File: src/rtl/mac_4bit.sv
// Handshaked multiply-accumulate stage: registers 4-bit operand pairs into a
// combinational 4x4 multiplier and presents the sum of every LEN products.

module mult_4bit (
    input  logic [3:0] a,
    input  logic [3:0] b,
    output logic [7:0] p
);

    logic [7:0] pp [4];

    // Shifted partial products, summed as a balanced two-level tree.
    always_comb begin
        for (int i = 0; i < 4; i++) begin
            pp[i] = b[i] ? (8'(a) << i) : 8'd0;
        end
    end

    assign p = (pp[0] + pp[1]) + (pp[2] + pp[3]);

endmodule

module mac_4bit #(
    parameter int LEN   = 4,
    parameter int ACC_W = 10
) (
    input  logic             clk,
    input  logic             rst_n,
    input  logic             in_valid,
    output logic             in_ready,
    input  logic [3:0]       in_a,
    input  logic [3:0]       in_b,
    output logic             out_valid,
    input  logic             out_ready,
    output logic [ACC_W-1:0] out_sum,
    output logic             out_ovf
);

    localparam logic [1:0] ST_ACC   = 2'd0;
    localparam logic [1:0] ST_FLUSH = 2'd1;
    localparam logic [1:0] ST_HOLD  = 2'd2;

    localparam logic [7:0] LAST_CNT = 8'(LEN - 1);

    logic [1:0]       state;
    logic [1:0]       state_nxt;
    logic [7:0]       cnt;
    logic [3:0]       a_r;
    logic [3:0]       b_r;
    logic             pv;
    logic             last_r;
    logic [ACC_W-1:0] acc;
    logic             ovf_r;
    logic [7:0]       prod;
    logic [ACC_W:0]   sum_ext;

    logic accept;
    logic group_end;
    logic out_fire;
    logic cnt_wrap;

    mult_4bit u_mult (
        .a (a_r),
        .b (b_r),
        .p (prod)
    );

    // in_ready depends only on registered state, never on out_ready.
    assign in_ready  = (state == ST_ACC);
    assign accept    = in_valid && in_ready;
    assign cnt_wrap  = (cnt == LAST_CNT);
    assign group_end = pv && last_r;
    assign out_fire  = out_valid && out_ready;

    // One extra bit catches the carry-out of each accumulate step.
    assign sum_ext = {1'b0, acc} + {{(ACC_W - 7){1'b0}}, prod};

    // NOTE: every flop below uses non-blocking assignment so all registers
    // update from the same pre-edge values, whatever the block order.
    always_ff @(posedge clk or negedge rst_n) begin
        if (!rst_n) begin
            a_r    <= 4'd0;
            b_r    <= 4'd0;
            pv     <= 1'b0;
            cnt    <= 8'd0;
            last_r <= 1'b0;
        end else begin
            pv <= accept;
            if (accept) begin
                a_r <= in_a;
                b_r <= in_b;
                if (cnt_wrap) begin
                    cnt    <= 8'd0;
                    last_r <= 1'b1;
                end else begin
                    cnt <= cnt + 8'd1;
                end
            end else if (group_end) begin
                last_r <= 1'b0;
            end
        end
    end

    always_ff @(posedge clk or negedge rst_n) begin
        if (!rst_n) begin
            acc   <= '0;
            ovf_r <= 1'b0;
        end else if (group_end) begin
            acc   <= '0;
            ovf_r <= 1'b0;
        end else if (pv) begin
            acc   <= sum_ext[ACC_W-1:0];
            ovf_r <= ovf_r | sum_ext[ACC_W];
        end
    end

    // The result register is loaded by the final add and held until taken.
    always_ff @(posedge clk or negedge rst_n) begin
        if (!rst_n) begin
            out_valid <= 1'b0;
            out_sum   <= '0;
            out_ovf   <= 1'b0;
        end else if (group_end) begin
            out_valid <= 1'b1;
            out_sum   <= sum_ext[ACC_W-1:0];
            out_ovf   <= ovf_r | sum_ext[ACC_W];
        end else if (out_fire) begin
            out_valid <= 1'b0;
        end
    end

    // NOTE: state_nxt gets a default before the case so no path leaves it
    // unassigned, which would otherwise infer a latch.
    always_comb begin
        state_nxt = state;
        case (state)
            ST_ACC:   if (accept && cnt_wrap) state_nxt = ST_FLUSH;
            ST_FLUSH: if (group_end)          state_nxt = ST_HOLD;
            ST_HOLD:  if (out_fire)           state_nxt = ST_ACC;
            default:                          state_nxt = ST_ACC;
        endcase
    end

    always_ff @(posedge clk or negedge rst_n) begin
        if (!rst_n) begin
            state <= ST_ACC;
        end else begin
            state <= state_nxt;
        end
    end

endmodule
File: config.mk
export PLATFORM = sky130hd
export DESIGN_NAME = mac_4bit
export DESIGN_NICKNAME = d
export VERILOG_FILES = /design/src/rtl/mac_4bit.sv
export SDC_FILE = /design/constraint.sdc
export NUM_CORES = 1
export LEC_CHECK = 0
export CORE_ASPECT_RATIO = 1.75
export CORE_MARGIN = 2
export CORE_UTILIZATION = 57
export CTS_BUF_LIST = sky130_fd_sc_hd__clkbuf_16
export CTS_CLUSTER_SIZE = 40
export DETAILED_ROUTE_END_ITERATION = 16
export PLACE_DENSITY = 0.84
export SLEW_MARGIN = 40
export SYNTH_ARGS = -nofsm -noshare
export SYNTH_HDL_FRONTEND = slang
export SYNTH_HIERARCHICAL = 1
export SYNTH_SLANG_ARGS = --single-unit
File: constraint.sdc
create_clock -name clk -period 4.6 [get_ports clk]
set_input_delay 0.69 -clock clk [delete_from_list [all_inputs] [get_ports clk]]
set_output_delay 0.69 -clock clk [all_outputs]
set_load 0.005 [all_outputs]
# ---- Word level (Yosys, flattened, before mapping)
# Cells that the tools add are included.
dict set report word_totals {
  reg_bits 43
  wordCells 52
}
dict set report op_classes {
  add_sub_neg 5
  n_eq_ne 7
  n_mux 18
  bitwise 1
  n_reduce_logical 10
}
# op count
set op_table {}
lappend op_table {{$mux 10} 2}
lappend op_table {{$add 8x8->8} 2}
lappend op_table {{$add 10x8->11} 1}
lappend op_table {{$add 6x7->8} 1}
lappend op_table {{$add 8x1->8 const B} 1}
lappend op_table {{$eq 8x2->1 const B} 1}
lappend op_table {{$mux 8} 1}
lappend op_table {{$mux 1} 7}
lappend op_table {{$mux 7} 1}
lappend op_table {{$mux 2} 3}
lappend op_table {{$mux 6} 1}
lappend op_table {{$pmux 2 s3} 1}
lappend op_table {{$reduce_bool 2->1} 3}
lappend op_table {{$mux 5} 1}
lappend op_table {{$logic_and 1x1->1} 4}
lappend op_table {{$mux 4} 1}
lappend op_table {{$ne 2x1->1 const B} 2}
lappend op_table {{$ne 2x2->1 const B} 2}
lappend op_table {{$reduce_and 3->1} 1}
lappend op_table {{$eq 2x1->1 const B} 1}
lappend op_table {{$eq 2x2->1 const B} 1}
lappend op_table {{$logic_not 2->1} 1}
lappend op_table {{$reduce_and 2->1} 1}
lappend op_table {{$or 1x1->1} 1}

# ---- Longest topological paths before layout
# Gate-level depths: netlist (run 1).
dict set report logic_depth {
  depth_word 7
  depth_mapped 15
  ltp_nobuf 15
}

# ---- By module
# The synthesis (run 1) kept the hierarchy.
# mod n_inst cells_each area_per_inst_um2 seq_area_each_um2
set modules_own_cells {}
lappend modules_own_cells {mac_4bit 1 209 2063.2 1076.0}
lappend modules_own_cells {mult_4bit 1 42 385.4 0.0}

# ---- Least setup slack after synthesis (run 1)
# OpenSTA, ideal clock, no wires.
dict set report synth_timing {
  kind {flip-flop to flip-flop}
  startpoint {reg b_r[3]}
  endpoint {reg out_ovf}
  setup_ns 0.110
  t_arrival_ns 3.671
  setup_slack_ns 0.819
  path_stages_with_launch 16
  period_less_slack_ns 3.781
  cell_sequence {dfrtp_1 -> and2_1 -> fa_1 -> inv_1 -> fa_1 -> inv_1 -> ha_1 -> fa_1 -> a21o_1 -> a21oi_2 -> xnor2_1 -> ha_1 -> o211a_1 -> o31a_1 -> nor2_1 -> o41ai_1}
}
dict set report synth_between {
  elab_chain_cells 5
}
# element line_no
set synth_rtl {}
lappend synth_rtl {{from (decl)} 49} ;# logic [3:0] b_r;
lappend synth_rtl {{from (signal assigned)} 91} ;# b_r <= in_b;
lappend synth_rtl {{$mux 7} 15} ;# pp[i] = b[i] ? (8'(a) << i) : 8'd0;
lappend synth_rtl {{$add 6x7->8} 19} ;# assign p = (pp[0] + pp[1]) + (pp[2] + pp[3]);
lappend synth_rtl {{$add 8x8->8} 19}
lappend synth_rtl {{named net prod[7]} 54} ;# logic [7:0] prod;
lappend synth_rtl {{$add 10x8->11} 76} ;# assign sum_ext = {1'b0, acc} + {{(ACC_W - 7){1'b0}}, prod};
lappend synth_rtl {{$or 1x1->1} 126} ;# out_ovf <= ovf_r | sum_ext[ACC_W];
lappend synth_rtl {{to (signal assigned)} 126}
lappend synth_rtl {{to (decl)} 36} ;# output logic out_ovf
# The timed path passes the listed nets, and every way through them passes these cells.
# A chain may end at the register's enable or synchronous reset.

# ---- Worst setup path in the final report (run 1)
# Same ends and word-level chain as after synthesis.

==> qor.csv, run 1 <==
metric,value,unit
wire_per_inst,13.64,um
io_pins,25,
antenna_cells,0,
hold_path.class,primary input to async pin,
synth_cell_type_count,43,
max_freq,251.3,MHz
layout_common_cells,"nand2_1, dfrtp_1, clkdlybuf4s50_1, inv_1, ha_1",
hold_viol_final,0,
swShare,41.69,%
cp.required,4.78,ns
slew-limit-headroom,65.22,%
skew,0.003976,ns
path_max_fanout,5,
combPwrFrac,54.3,%
track_usage,22.18,%
final_nets,312,
drive_gt1_share,4.348,%
syn_area,2449,um2
tritoncts,done,
cts_resized,0,
cts.clk_slew.worst_paths,0.06,ns
drv_cap,0,
setup_violations,0,
internal-power,1.282,mW
synth_top_family_by_area,simple AND/OR/NAND/NOR gates,
clock-sinks,43,
clock_latency,0.28,ns
crit_path_end_kind,flip-flop,
core,4150,um2
r2r_slack,0.62,ns
netlist_instances,251,
grt_pass1_wl,8.093,mm
drc,0,
firstDrtPassIters,4,
tns,0,ns
vias_per_cell,5.471,
worst_pin_slew,0.5217,ns
yosys.area_share.simple,16.91,%
io_buffers,24,
synth_compound_area_share,14.56,%
synth-edff-count,0,
synth_xor_area_share,5.365,%
initial_utilization,59.00,%
ys_ff_latch,43,
die_area,4857,um2
power,2.199,mW
ir_drop,0.4242,mV
grt_max_degree,44,
seqPwrFrac,30.7,%
first_iter_violations,15,
synthAdderAreaFrac,14.61,%
htree_levels,2,
ff2ff_path_depth,15,
layout.cells.most_common,nand2_1,
power.switching,916.7,uW
antenna_found_initial,0,
clk_path_buf_depth,2,
area_delta_synth_final,16.76,%
ys.flop_type,dfrtp_1,
power_frac_clock,15.0,%
cts_buffers,5,
drv_slew,0,
cts_hold_buf,0,
totalWireLength,4.434,mm
fp.dieW,53.55,um
finalCritPeriodShare,86.52,%
syn_area_per_cell,9.755,um2
grt_pass1_vias,1869,
ys_async_sr_fraction,100.0,%
root_buffer,clkbuf_16,
gp_congestion,0.8682,
power_density,769.1,nW/um2
arrival,4.16,ns
synth_seq_area_share,43.94,%
min_period,3.980,ns
num_rows,31,
postRouteAntennaNets,0,
dieHeight,90.71,um
cts_setup_buffers,0,
ys_warn_count,6,
start_kind,flip-flop,
syn_nets,288,
synthMuxAreaShare,0.4088,%
timing_worst_setup_path_type,flip-flop to flip-flop,
dr_total_vias,1778,
grt-ovfl-total,0,
dp_hpwl,3.290,mm
power.leakage,1.443,nW
rsz0062_at_grt,false,
status,completed,
-- metrics by stage --
stage	instances	worst slack, ns	hold slack (ns)	area (um2)	util, %
2_1_floorplan	251	0.8190	0.3944	2449	-
3_3_place_gp	317	0.6964	0.4606	2718	65.48
3_5_place_dp	317	0.6176	0.4668	2720	65.54
4_1_cts	325	0.6002	0.4076	2856	68.83
5_1_grt	325	0.2920	0.4356	2859	68.89
6_report	325	0.6201	0.3868	2859	68.89
-- routing by layer --
layer | vias to the layer above | global-route usage, % | routed length, um
li1 | 895 | - | -
met1 | 846 | 25.77 | 1742
met2 | 29 | 37.55 | 2489
met3 | 8 | 4.801 | 108
met4 | 0 | 9.402 | 93
met5 | - | 0 | 0
-- logic make-up after synthesis --
logic type                 after synthesis
AOI/OAI and AO/OA                       51
xor gates and xnor gates                15
adders and majority gates               25
buffers and inverters                   27
DFF                                     43
muxes                                    1
and+or+nand+nor                         89
-- power groups by stage --
stage               registers (mW)  clock network, mW  logic, mW
floorplan                    0.635                  0      0.912
global placement             0.671                  0       1.16
detailed placement           0.679                  0       1.19
CTS                          0.674              0.335       1.21
global route                 0.701              0.354       1.37
finish                       0.675              0.329       1.19
-- worst max-delay path: stages (launching register included) --
cell and delay (ns):
dfrtp_1 0.40, and2_1 0.19, fa_1 0.53, inv_1 0.06
fa_1 0.53, inv_1 0.04, ha_1 0.21, fa_1 0.40
a21o_1 0.18, a21oi_2 0.14, xnor2_1 0.07, ha_1 0.36
o211a_1 0.17, o31a_1 0.19, nor2_1 0.10, o41ai_1 0.29
-- registers in the layout (all words and copies together) (netlist names) --
| register | flops |
|---|---|
| acc | 10 |
| out_sum | 10 |
| cnt | 8 |
| a_r | 4 |
| b_r | 4 |
| state | 2 |
| last_r | 1 |
| out_ovf | 1 |
| out_valid | 1 |
| ovf_r | 1 |
| pv | 1 |
-- final cells by class --
class | instances | area, um2
Clock inverter | 3 | 11.26
Fill cell | 320 | 1291
Clock buffer | 5 | 125.1
Inverter | 20 | 75.07
Tap cell | 49 | 61.31
Multi-Input combinational cell | 181 | 1272
Timing Repair Buffer | 24 | 237.7
Sequential cell | 43 | 1076
-- cells in the mapped netlist (all sizes together) (2+ instances only) --
master,n,area [um2]
o22ai,7,50.05
dfrtp,43,1076
nor2,9,33.78
and2,13,81.33
nand2b,2,12.51
o211ai,2,15.01
inv,20,75.07
o31ai,2,20.02
o41ai,2,17.52
o21a,2,15.01
nand4,3,18.77
nand2,50,187.7
o211a,2,20.02
fa,6,120.1
nand3,3,15.01
o31a,2,17.52
clkbuf,6,22.52
xnor2,8,70.07
nor3,2,10.01
a21oi,5,28.78
xor2,7,61.31
o21ai,13,65.06
and3,2,12.51
ha,19,237.7
a21o,7,52.55
-- final timing paths --
path	startpoint	to
max in group asynchronous	rst_n	acc[0]$_DFFE_PN0P_
worst max-delay path	b_r[3]$_DFFE_PN0P_	out_ovf$_DFFE_PN0P_
worst min register to register	out_sum[2]$_DFFE_PN0P_	out_sum[2]$_DFFE_PN0P_
worst max register to register	b_r[3]$_DFFE_PN0P_	out_ovf$_DFFE_PN0P_
min in group clk	out_sum[2]$_DFFE_PN0P_	out_sum[2]$_DFFE_PN0P_
worst min-delay path	rst_n	ovf_r$_DFFE_PN0P_
Power figures use the tool's default switching activity.
==> run 2, diff against run 1 <==
--- a/config.mk
+++ b/config.mk
@@ -7,11 +7,11 @@
 export LEC_CHECK = 0
 export CORE_ASPECT_RATIO = 1.75
 export CORE_MARGIN = 2
-export CORE_UTILIZATION = 57
+export CORE_UTILIZATION = 30
 export CTS_BUF_LIST = sky130_fd_sc_hd__clkbuf_16
 export CTS_CLUSTER_SIZE = 40
 export DETAILED_ROUTE_END_ITERATION = 16
-export PLACE_DENSITY = 0.84
+export PLACE_DENSITY = 0.52
 export SLEW_MARGIN = 40
 export SYNTH_ARGS = -nofsm -noshare
 export SYNTH_HDL_FRONTEND = slang
==> run 2 against run 1 <==
Compared with the run above:
- wire length increased by 9.4%
- clock skew grew 0.0019 ns
- sequential cell count did not move
- worst setup slack lost 0.029 ns
- critical path depth unchanged
- via count rose by 0.28%
- maximum frequency is 0.72% lower
- utilization decreased by 32 points
- clock power rose by 23%
- hold slack worse by 0.010 ns
- design area is 2.9% higher
- critical path type unchanged
- largest power group unchanged
- highest routed layer unchanged
==> qor.csv, run 2 (synthesis gave the netlist of run 1 again) <==
metric,value,unit
cts_buffers,5,
fp.dieW,72.30,um
hold_path.class,primary input to async pin,
power.leakage,1.456,nW
clock_latency,0.29,ns
first_iter_violations,65,
die_area,8930,um2
cts_resized,0,
initial_utilization,30.96,%
hold_viol_final,0,
postRouteAntennaNets,0,
setup_violations,0,
num_rows,43,
drv_slew,0,
critPathSlowestCell,fa_1,
io_pins,25,
rsz0062_at_grt,false,
htree_levels,2,
drv_cap,0,
wire_per_inst,13.26,um
root_buffer,clkbuf_16,
dr_total_vias,1783,
tritoncts,done,
regToRegStartpoint,b_r[3]$_DFFE_PN0P_,
path_cells,and2_1 > fa_1 > inv_1 > fa_1 > inv_1 > ha_1 > fa_1 > a21o_1 > a21oi_2 > xnor2_1 > ha_1 > and4_1 > a2bb2oi_1 > or3_1 > o211ai_1,
antenna_found_initial,0,
layout.cells.most_common,nand2_1,
cp.required,4.75,ns
ff2ff_path_depth,15,
layout_common_cells,"nand2_1, dfrtp_1, clkdlybuf4s50_1, inv_1, ha_1",
grt_max_degree,44,
arrival,4.16,ns
top_regs,"acc x10, out_sum x10, cnt x8",
io_buffers,24,
path_max_fanout,5,
clk_path_buf_depth,2,
min_period,4.009,ns
power_density,780.5,nW/um2
worst_pin_slew,0.5386,ns
grt_pass1_wl,8.569,mm
grt-ovfl-total,0,
drive_gt1_share,5.435,%
dp_hpwl,3.756,mm
dieHeight,123.5,um
vias_per_cell,4.872,
r2r-end,acc[9]$_DFFE_PN0P_,
start_kind,flip-flop,
cts_setup_buffers,0,
cts.clk_slew.worst_paths,0.06,ns
totalWireLength,4.852,mm
slowest_delay,0.53,ns
cpMostUsedCell,fa_1,
grt_pass1_vias,1901,
r2r_slack,0.59,ns
tns,0,ns
crit_path_end_kind,flip-flop,
area_delta_synth_final,20.18,%
status,completed,
track_usage,12.45,%
skew,0.005901,ns
max_freq,249.5,MHz
antenna_cells,0,
finalCritPeriodShare,87.14,%
cts_hold_buf,0,
slew-limit-headroom,64.10,%
drc,0,
ir_drop,0.2408,mV
final_nets,312,
gp_congestion,0.7359,
core,7909,um2
clock-sinks,43,
firstDrtPassIters,4,
power,2.297,mW
timing_worst_setup_path_type,flip-flop to flip-flop,
run 2: routing by layer:
metal	vias to the layer above	wire (um)	track usage (%)
met2	26	2718	23.51
met3	9	116	2.608
met4	0	161	7.311
met1	844	1855	12.00
li1	904	-	-
met5	-	0	0
run 2: cell type report:
type	instances	area (um2)
fill	820	4966
multi-input combinational	181	1272
sequential	43	1076
timing repair buffer	24	237.7
clock buffer	5	125.1
tap	90	112.6
inverter	20	75.07
clock inverter	3	43.79
run 2: how the worst max path moves through the flow:
stage,start,to,slack (ns),cells after the start
floorplan,b_r[3]$_DFFE_PN0P_,out_ovf$_DFFE_PN0P_,0.82,15
global placement,b_r[3]$_DFFE_PN0P_,out_sum[9]$_DFFE_PN0P_,0.62,15
detailed placement,b_r[3]$_DFFE_PN0P_,out_sum[9]$_DFFE_PN0P_,0.55,15
CTS,b_r[3]$_DFFE_PN0P_,out_sum[9]$_DFFE_PN0P_,0.55,15
global route,b_r[3]$_DFFE_PN0P_,out_sum[9]$_DFFE_PN0P_,0.33,15
finish,b_r[3]$_DFFE_PN0P_,acc[9]$_DFFE_PN0P_,0.59,15
run 2: through the flow:
| stage | hold WS (ns) | setup WS (ns) | std cells | utilization (%) | cell area, um2 |
|---|---|---|---|---|---|
| 2_1_floorplan | 0.3944 | 0.8190 | 251 | - | 2449 |
| 4_1_cts | 0.4067 | 0.5484 | 366 | 37.18 | 2940 |
| 3_3_place_gp | 0.4641 | 0.6187 | 358 | 35.01 | 2769 |
| 5_1_grt | 0.4314 | 0.3346 | 366 | 37.21 | 2943 |
| 3_5_place_dp | 0.4721 | 0.5456 | 358 | 35.04 | 2771 |
| 6_report | 0.3766 | 0.5913 | 366 | 37.21 | 2943 |
run 2: critical path: cells and delay by family (launching register included):
family          cells  cell delay, ns
xor+xnor            1            0.14
fa+ha+maj           5            1.98
compound gates      4            0.70
buf+inv             2            0.09
simple gates        3            0.56
flops               1            0.40
run 2: report_power, final:
part           switching [mW]  internal, mW
combinational           0.659         0.555
clock                   0.150         0.256
sequential              0.143         0.534
total                   0.952          1.34
